$ cat src/rtl/fwd_pkg.sv
// fwd_pkg
// Shared definitions for the operand-forwarding stage:
//   - select encoding: FWD_SEL_RF (register file) and the offset added to a
//     source index to form its select value,
//   - default operand / register-address widths,
//   - width of the saturating stall counter,
//   - FWD_RETIRE_EN: 1 when the build defines FWD_RETIRE_BYPASS_EN, which adds
//     a one-entry retire buffer acting as the lowest-priority forwarding source.
package fwd_pkg;

  localparam int FWD_XLEN_DEF     = 32;
  localparam int FWD_REGW_DEF     = 5;
  localparam int FWD_STALL_CNT_W  = 16;

  // Select encoding: 0 = register file, k + FWD_SEL_SRC_OFS = candidate k.
  localparam int FWD_SEL_RF       = 0;
  localparam int FWD_SEL_SRC_OFS  = 1;

`ifdef FWD_RETIRE_BYPASS_EN
  localparam int FWD_RETIRE_EN    = 1;
`else
  localparam int FWD_RETIRE_EN    = 0;
`endif

endpackage

$ cat src/rtl/fwd_port_resolve.sv
// fwd_port_resolve
// Resolves one operand read port against NUM_CAND prioritised forwarding
// candidates (index 0 = youngest, wins over every older match).
//   rs_addr      in   source register address of this port
//   rf_data      in   register-file read data for this port
//   cand_valid   in   candidate will write a register
//   cand_rd      in   packed candidate destination addresses
//   cand_data    in   packed candidate results
//   cand_pending in   candidate result not yet available
//   res_data     out  resolved operand (x0 always reads 0)
//   res_sel      out  0 = register file, k+1 = candidate k
//   res_pending  out  winning candidate is still pending
module fwd_port_resolve
  import fwd_pkg::*;
#(
  parameter int XLEN     = FWD_XLEN_DEF,
  parameter int REGW     = FWD_REGW_DEF,
  parameter int NUM_CAND = 2,
  parameter int SELW     = 2
) (
  input  logic [REGW-1:0]          rs_addr,
  input  logic [XLEN-1:0]          rf_data,
  input  logic [NUM_CAND-1:0]      cand_valid,
  input  logic [NUM_CAND*REGW-1:0] cand_rd,
  input  logic [NUM_CAND*XLEN-1:0] cand_data,
  input  logic [NUM_CAND-1:0]      cand_pending,
  output logic [XLEN-1:0]          res_data,
  output logic [SELW-1:0]          res_sel,
  output logic                     res_pending
);

  logic w_found;

  always_comb begin
    res_data    = rf_data;
    res_sel     = SELW'(FWD_SEL_RF);
    res_pending = 1'b0;
    w_found     = 1'b0;
    if (rs_addr == '0) begin
      // x0 is hard-wired: ignore the register file and every writer of x0.
      res_data = '0;
    end else begin
      // Scan youngest first; once a match is taken older ones are ignored,
      // so a pending older writer shadowed by a younger one never stalls.
      for (int k = 0; k < NUM_CAND; k++) begin
        if (!w_found && cand_valid[k] && (cand_rd[k*REGW +: REGW] == rs_addr)) begin
          w_found     = 1'b1;
          res_data    = cand_data[k*XLEN +: XLEN];
          res_sel     = SELW'(k + FWD_SEL_SRC_OFS);
          res_pending = cand_pending[k];
        end
      end
    end
  end

endmodule

$ cat src/rtl/operand_fwd_stage.sv
// operand_fwd_stage
// Operand-forwarding stage between register-file read and the ID/EX register.
// Each read port is resolved against NUM_SRC in-flight writers (index 0 the
// youngest), load-use hazards are detected, and the resolved operands are
// registered behind a valid/ready handshake.
// Optional feature macro: FWD_RETIRE_BYPASS_EN adds a one-entry retire buffer
// fed from the oldest source, used as the lowest-priority candidate with
// select value NUM_SRC+1.
// Ports:
//   clk, rst_n           clock, asynchronous active-low reset
//   in_valid / in_ready  upstream handshake (in_ready is combinational)
//   rs_addr, rs_used     packed source addresses, per-port consumed flags
//   rf_data              packed register-file read data
//   src_valid/rd/data    forwarding sources
//   src_pending          source result not available yet (load in flight)
//   flush                kill the registered operands
//   out_valid/out_ready  downstream handshake
//   op_data, op_sel      registered resolved operands and per-port selects
//   hazard_stall         combinational load-use stall
//   stall_cnt            saturating count of stalled cycles
module operand_fwd_stage
  import fwd_pkg::*;
#(
  parameter int XLEN    = FWD_XLEN_DEF,
  parameter int REGW    = FWD_REGW_DEF,
  parameter int NUM_RD  = 2,
  parameter int NUM_SRC = 2,
  parameter int SELW    = $clog2(NUM_SRC + 1 + FWD_RETIRE_EN)
) (
  input  logic                         clk,
  input  logic                         rst_n,
  input  logic                         in_valid,
  output logic                         in_ready,
  input  logic [NUM_RD*REGW-1:0]       rs_addr,
  input  logic [NUM_RD-1:0]            rs_used,
  input  logic [NUM_RD*XLEN-1:0]       rf_data,
  input  logic [NUM_SRC-1:0]           src_valid,
  input  logic [NUM_SRC*REGW-1:0]      src_rd,
  input  logic [NUM_SRC*XLEN-1:0]      src_data,
  input  logic [NUM_SRC-1:0]           src_pending,
  input  logic                         flush,
  output logic                         out_valid,
  input  logic                         out_ready,
  output logic [NUM_RD*XLEN-1:0]       op_data,
  output logic [NUM_RD*SELW-1:0]       op_sel,
  output logic                         hazard_stall,
  output logic [FWD_STALL_CNT_W-1:0]   stall_cnt
);

  localparam int NUM_CAND = NUM_SRC + FWD_RETIRE_EN;

  logic [NUM_CAND-1:0]      w_cand_valid;
  logic [NUM_CAND*REGW-1:0] w_cand_rd;
  logic [NUM_CAND*XLEN-1:0] w_cand_data;
  logic [NUM_CAND-1:0]      w_cand_pending;

  logic [NUM_RD*XLEN-1:0]   w_res_data;
  logic [NUM_RD*SELW-1:0]   w_res_sel;
  logic [NUM_RD-1:0]        w_res_pending;

  logic                     w_capture;

  logic                       r_out_valid;
  logic [NUM_RD*XLEN-1:0]     r_op_data;
  logic [NUM_RD*SELW-1:0]     r_op_sel;
  logic [FWD_STALL_CNT_W-1:0] r_stall_cnt;

`ifdef FWD_RETIRE_BYPASS_EN
  // Retire buffer: remembers the last completed write of the oldest source so
  // a register file without write-before-read still returns the new value.
  logic            r_ret_valid;
  logic [REGW-1:0] r_ret_rd;
  logic [XLEN-1:0] r_ret_data;

  always_ff @(posedge clk or negedge rst_n) begin
    if (!rst_n) begin
      r_ret_valid <= 1'b0;
      r_ret_rd    <= '0;
      r_ret_data  <= '0;
    end else if (src_valid[NUM_SRC-1] && !src_pending[NUM_SRC-1]) begin
      r_ret_valid <= 1'b1;
      r_ret_rd    <= src_rd[(NUM_SRC-1)*REGW +: REGW];
      r_ret_data  <= src_data[(NUM_SRC-1)*XLEN +: XLEN];
    end
  end

  // Buffer occupies the top (lowest-priority) candidate slot; never pending.
  assign w_cand_valid   = {r_ret_valid, src_valid};
  assign w_cand_rd      = {r_ret_rd, src_rd};
  assign w_cand_data    = {r_ret_data, src_data};
  assign w_cand_pending = {1'b0, src_pending};
`else
  assign w_cand_valid   = src_valid;
  assign w_cand_rd      = src_rd;
  assign w_cand_data    = src_data;
  assign w_cand_pending = src_pending;
`endif

  for (genvar p = 0; p < NUM_RD; p++) begin : g_port
    fwd_port_resolve #(
      .XLEN     (XLEN),
      .REGW     (REGW),
      .NUM_CAND (NUM_CAND),
      .SELW     (SELW)
    ) u_resolve (
      .rs_addr      (rs_addr[p*REGW +: REGW]),
      .rf_data      (rf_data[p*XLEN +: XLEN]),
      .cand_valid   (w_cand_valid),
      .cand_rd      (w_cand_rd),
      .cand_data    (w_cand_data),
      .cand_pending (w_cand_pending),
      .res_data     (w_res_data[p*XLEN +: XLEN]),
      .res_sel      (w_res_sel[p*SELW +: SELW]),
      .res_pending  (w_res_pending[p])
    );
  end

  // Handshake: a transfer happens on a clock edge where valid && ready are
  // both high. Upstream holds in_valid and its operands until it sees
  // in_ready; downstream sees op_data/op_sel stable while out_valid && !out_ready.
  // Only consumed ports can raise a load-use stall.
  assign hazard_stall = in_valid && |(rs_used & w_res_pending);
  assign in_ready     = !hazard_stall && (!r_out_valid || out_ready);
  assign w_capture    = in_valid && in_ready;

  always_ff @(posedge clk or negedge rst_n) begin
    if (!rst_n) begin
      r_out_valid <= 1'b0;
      r_op_data   <= '0;
      r_op_sel    <= '0;
    end else begin
      // flush wins: a coinciding capture completes upstream but is dropped here.
      if (flush) begin
        r_out_valid <= 1'b0;
      end else if (w_capture) begin
        r_out_valid <= 1'b1;
      end else if (out_ready) begin
        r_out_valid <= 1'b0;
      end
      if (w_capture && !flush) begin
        r_op_data <= w_res_data;
        r_op_sel  <= w_res_sel;
      end
    end
  end

  always_ff @(posedge clk or negedge rst_n) begin
    if (!rst_n) begin
      r_stall_cnt <= '0;
    end else if (hazard_stall && (r_stall_cnt != '1)) begin
      r_stall_cnt <= r_stall_cnt + 1'b1;
    end
  end

  assign out_valid = r_out_valid;
  assign op_data   = r_op_data;
  assign op_sel    = r_op_sel;
  assign stall_cnt = r_stall_cnt;

endmodule

$ cat config.mk
export PLATFORM = sky130hd
export DESIGN_NAME = operand_fwd_stage
export DESIGN_NICKNAME = d
export VERILOG_FILES = /design/src/rtl/fwd_pkg.sv /design/src/rtl/fwd_port_resolve.sv /design/src/rtl/operand_fwd_stage.sv
export SDC_FILE = /design/constraint.sdc
export NUM_CORES = 1
export LEC_CHECK = 0
export CAP_MARGIN = 15
export CORE_ASPECT_RATIO = 1.25
export CORE_MARGIN = 3
export CORE_UTILIZATION = 43
export DETAILED_ROUTE_END_ITERATION = 12
export GPL_TIMING_DRIVEN = 0
export MAX_ROUTING_LAYER = met4
export PLACE_DENSITY = 0.93
export SETUP_SLACK_MARGIN = 0.15
export SLEW_MARGIN = 5
export SYNTH_ARGS = -nofsm -noshare
export SYNTH_HDL_FRONTEND = slang
export SYNTH_HIERARCHICAL = 1
export SYNTH_SLANG_ARGS = --single-unit
export TNS_END_PERCENT = 20
$ cat constraint.sdc
create_clock -name clk -period 3.7 [get_ports clk]
set_input_delay 0.925 -clock clk [delete_from_list [all_inputs] [get_ports clk]]
set_output_delay 0.925 -clock clk [all_outputs]
set_load 0.05 [all_outputs]
Word level (Yosys, flattened, before mapping)
Cells that the tools add are included.
{"block": "totals", "wordCells": 57, "input_bits": 159, "register_bits": 85}
{"block": "classes", "eq_ne": 5, "mux": 25, "addsub": 1, "reduce_logical": 21, "bitwise": 1}
{"operator": "two-way mux 32 bit", "count": 6}
{"operator": "equality test 5 bit", "count": 4}
{"operator": "adder 16 x 1 -> 16 bit (second input constant)", "count": 1}
{"operator": "!= test 16 bit (second input constant)", "count": 1}
{"operator": "two-way mux 1 bit", "count": 15}
{"operator": "logical AND 1 bit", "count": 11}
{"operator": "logical NOT 5 bit", "count": 2}
{"operator": "two-way mux 2 bit", "count": 4}
{"operator": "logical NOT 1 bit", "count": 5}
{"operator": "nonzero test 3 bit", "count": 1}
{"operator": "bitwise AND 2 bit", "count": 1}
{"operator": "OR reduction 2 bit", "count": 1}
{"operator": "logical OR 1 bit", "count": 1}

Depth between registers and ports, before layout
{"block": "depth", "word_depth": 17, "depth_mapped": 12, "depth_no_buf": 9}

Cells and area by module
Netlist, hierarchy kept.
{"mod": "operand_fwd_stage", "cells_per_inst": 223, "seq_area_each_um2": 2127.0, "instances": 1, "area_each_um2": 3415.8}
{"mod": "fwd_port_resolve", "cells_per_inst": 187, "seq_area_each_um2": 0.0, "instances": 2, "area_each_um2": 1152.4}

Least setup slack after synthesis
Ideal clock, no wire load.
{"block": "synth_timing", "path_type": "in2out", "startpoint": "input port rs_addr[2]", "endpoint": "output port in_ready", "path_slack_ps": 110, "arrival_ps": 2665, "path_buffers": 0, "path_stages": 7, "path_cell_list": "or4_1 nor2_2 or4b_2 o31ai_1 a22o_1 nand2_2 and2_1"}
{"block": "synth_via", "elab_chain_len": 14, "word_cells_on_any_way": 17}
{"element": "from (decl)", "line_no": "operand_fwd_stage.sv:34", "text": "input logic [NUM_RD*REGW-1:0] rs_addr,"}
{"element": "equality test 5 bit", "line_no": "fwd_port_resolve.sv:46", "text": "if (!w_found && cand_valid[k] && (cand_rd[k*REGW +: REGW] == rs_addr)) begin"}
{"element": "logical AND 1 bit", "line_no": "fwd_port_resolve.sv:46"}
{"element": "two-way mux 1 bit", "line_no": "fwd_port_resolve.sv:46"}
{"element": "two-way mux 1 bit", "line_no": "fwd_port_resolve.sv:39", "text": "if (rs_addr == '0) begin"}
{"element": "logical NOT 1 bit", "line_no": "fwd_port_resolve.sv:46"}
{"element": "logical AND 1 bit (2 in a row)", "line_no": "fwd_port_resolve.sv:46"}
{"element": "two-way mux 1 bit", "line_no": "fwd_port_resolve.sv:46"}
{"element": "two-way mux 1 bit (*)", "line_no": "fwd_port_resolve.sv:39"}
{"element": "named net w_res_pending[0]", "line_no": "operand_fwd_stage.sv:59", "text": "logic [NUM_RD-1:0] w_res_pending;"}
{"element": "bitwise AND 2 bit (*)", "line_no": "operand_fwd_stage.sv:122", "text": "assign hazard_stall = in_valid && |(rs_used & w_res_pending);"}
{"element": "OR reduction 2 bit (*)", "line_no": "operand_fwd_stage.sv:122"}
{"element": "logical AND 1 bit (*)", "line_no": "operand_fwd_stage.sv:122"}
{"element": "logical NOT 1 bit (*)", "line_no": "operand_fwd_stage.sv:123", "text": "assign in_ready = !hazard_stall && (!r_out_valid || out_ready);"}
{"element": "logical AND 1 bit (*)", "line_no": "operand_fwd_stage.sv:123"}
{"element": "to (decl)", "line_no": "operand_fwd_stage.sv:33", "text": "output logic in_ready,"}
Mark *: on every way through the listed nets, which the timed path passes. The rest lies on a longest branch. The select of a mux whose other input is x is not followed.

Worst setup path in the final report
Ends and elaborated chain as after synthesis.

==> metrics.cfg <==
[sta]
slew_violations=0
fmax_ghz=0.2809
post-route-min-period_ps=3560
timing.final.crit_share_pct=96.22
skew_ps=8.578
setup_viol=0
hold_violations=0
slew-limit-headroom_pct=60.42
worst_pin_slew_ps=593.7
rsz0062_at_grt=true

[critical_path]
critical_path_arrival_ps=2630
worst_setup_path_start_kind=input port
rrSetupSlack_ps=1770
r2r-start=stall_cnt[0]
r2r_end=stall_cnt[14]
crit_path_end_kind=primary output
cp_max_fo=10
reg2reg_depth=5
required_ps=2770
crit_type=in2out

[cts]
root_buffer=clkbuf_16
clk_latency_ps=340
cts.clk_slew.worst_paths_ps=70
cts_tree=done
ctsHoldBuffers=0
max-clock-path-buffers=2
htreeDepth=3
clock-sinks=85
cts_buffers=9

[synthesis]
synth_warnings=6
ys_async_sr_fraction_pct=100.0
synth_xor_area_share_pct=4.856
syn_area_per_cell_sq_um=9.582
synth_area_sq_um=5720
synth_edf_count=0
synth_flop_cell=dfrtp_1
synthSimpleGateAreaFrac_pct=19.55
synth_top_family_by_area=simple AND/OR/NAND/NOR gates
ys_ff_latch=85
postSynthCellCount=597
syn-num-nets=757
synthMuxAreaShare_pct=14.63
synth_compound_area_share_pct=17.61
ys_types=40
synthAdderAreaFrac_pct=0.2187
synth-seq-area-share_pct=37.18

[floorplanning]
die_h_um=135.0
die_area_sq_um=14730
initial_core_util_pct=44.57
core_sq_um=12830
die_x_um=109.2
num_rows=46
pin_count=246

[routing]
dr.pass1.iters=6
totalWireLength_mm=25.14
route.detailed.drc=0
drtIter0Drc=837
wl_per_cell_um=23.82
final_antenna_net_count=0
vias_per_cell=6.469
vias=6825

[cells_and_area]
nets=1042
fill_cells=924
antennaDiodeCount=0
stdcell_area_sq_um=9173
final_core_util_pct=71.47
area_growth_pct=60.35
final_layout_size_suffix_gt1_share_pct=25.03

[power_and_ir_drop]
pwr-share-seq_pct=31.0
power.internal_uw=2332
combPwrFrac_pct=43.7
power_switching_uw=1491
powerDensity_nw_per_um2=416.8
irDropWorstVdd_mv=0.3095
pwr-share-clk_pct=25.3
switching_share_pct=38.99
p_leak_uw=0.003538

[grt]
grt_pass1_wl_mm=37.20
antenna_found_initial=0
grt.overflow.total=0
grt_max_degree=52
grt.total_usage_pct=33.90
grt_pass1_vias=6749

[hold_path]
holdPathEnd=op_data[52]
min_from=op_data[52]
hold-path-cell-count=1
hold_class=reg2reg

[flow_run]
maxCapViolations=0

[placement]
dp_hpwl_mm=18.02
gp_congestion=0.9398
portBuffers=244
postPlaceCellArea_sq_um=8399

[outcome]
outcome=finished clean

-- placed cells by master (no fill, tap or decap), drive strengths merged, types with 3 or more instances in the layout --
cell / synthesis / layout
nor3: 73 / 73
xnor2: 20 / 20
nor4: 7 / 7
dfrtp: 85 / 85
nor2: 8 / 8
o21ai: 67 / 67
a311oi: 56 / 56
nand3: 12 / 12
and3: 3 / 3
clkdlybuf4s50: 0 / 220
o22a: 8 / 8
clkbuf: 28 / 38
xor2: 10 / 10
buf: 39 / 87
nand4: 65 / 65
a211oi: 8 / 8
mux2: 71 / 71
clkdlybuf4s15: 0 / 6
nand2: 13 / 13
a21oi: 3 / 3
inv: 2 / 4
-- per-layer routing --
metal  vias up  GRT usage (%)  routed length (um)
li1       2921              -                   -
met1      3232          40.48                9035
met2       549          56.28               12450
met3       123          5.548                2453
met4         0          14.39                1194
met5         -              -                   0
-- synthesized netlist by cell type, types with 3 or more instances --
library cell   n  area, sq um
nand4_1       64        400.4
dfrtp_1       85         2127
nor3_1        73        365.4
clkbuf_2       6        30.03
nor2_2         3        18.77
mux2_2        61        686.9
a211oi_1       8        60.06
o22a_1         8        70.07
nor4_1         6        37.54
clkbuf_1      22        82.58
nor2_1         5        18.77
o21ai_0       67        335.3
xor2_1        10        87.58
buf_4          6        45.04
nand2_1       12        45.04
buf_2         29        145.1
mux2_4        10        150.1
nand3_1       12        60.06
a21oi_1        3        15.01
and3_1         3        18.77
xnor2_1       18        157.7
a311oi_1      56        490.5
-- sequential cells by signal (all words and copies together), names as in the netlist --
register,count
op_data,64
op_sel,4
out_valid,1
stall_cnt,16
-- layout make-up --
cell class                 instances  area [sq um]  share of cell area, %
clock buffer                      11         252.7                  2.755
multi-input combinational        443          3471                  37.84
sequential                        85          2127                  23.19
timing repair buffer             274          2663                  29.03
clock inverter                     5         65.06                 0.7093
inverter                           2         7.507                0.08184
buffer                            67         376.6                  4.106
tap                              168         210.2                  2.292
-- worst max-delay path: stages --
cell,delay [ps]
buf_2,130
xnor2_1,160
nand4_1,220
buf_6,190
buf_6,140
nor2_4,120
o31ai_4,80
a22o_4,290
nand2_4,80
and2_4,150
buf_8,130
-- cells by family (layout without fill, tap and decap cells) --
kind of cell             after synthesis  after routing
AND/OR/NAND/NOR                      194            194
flip-flops                            85             85
XOR/XNOR                              30             30
AO/OA/AOI/OAI                        147            147
adder cells (fa/ha/maj)                1              1
buffers and inverters                 69            359
multiplexers                          71             71
-- repair_timing --
item / in CTS / in global routing
pin swaps: 31 / 19
hold endpoints to repair: 0 / 0
endpoints found under the setup margin: 82 / 2
resized for setup: 142 / 18
buffers inserted: 23 / 6
-- metrics by stage --
step | setup WS [ps] | instances | hold WS [ps] | power, uW | setup TNS (ps)
floorplan | 202.9 | 597 | 629.4 | 2111 | 0
global placement | -1401 | 1009 | 487.9 | 2756 | -152750
detailed placement | -1457 | 1010 | 492.9 | 2788 | -45560
CTS | 150.1 | 1049 | 507.3 | 3800 | 0
global route | 100.1 | 1055 | 519.1 | 3942 | 0
finish | 140.0 | 1055 | 507.8 | 3823 | 0
-- power groups by stage --
| stage | combinational, uW | sequential, uW | clock [uW] |
|---|---|---|---|
| global route | 1730 | 1200 | 1010 |
| global placement | 1570 | 1190 | 0 |
| floorplan | 374 | 1740 | 0 |
| CTS | 1640 | 1180 | 978 |
| finish | 1670 | 1180 | 966 |
| detailed placement | 1590 | 1200 | 0 |
-- worst max-delay path by stage --
stage,depth (start not counted),from,slack [ps],to
floorplan,7,src_rd[0],200,hazard_stall
global placement,9,rs_addr[1],-1400,hazard_stall
detailed placement,9,rs_addr[1],-1460,hazard_stall
CTS,9,rs_addr[7],150,in_ready
global route,9,src_rd[3],100,in_ready
finish,11,rs_addr[2],140,in_ready
Power figures use the tool's default switching activity.
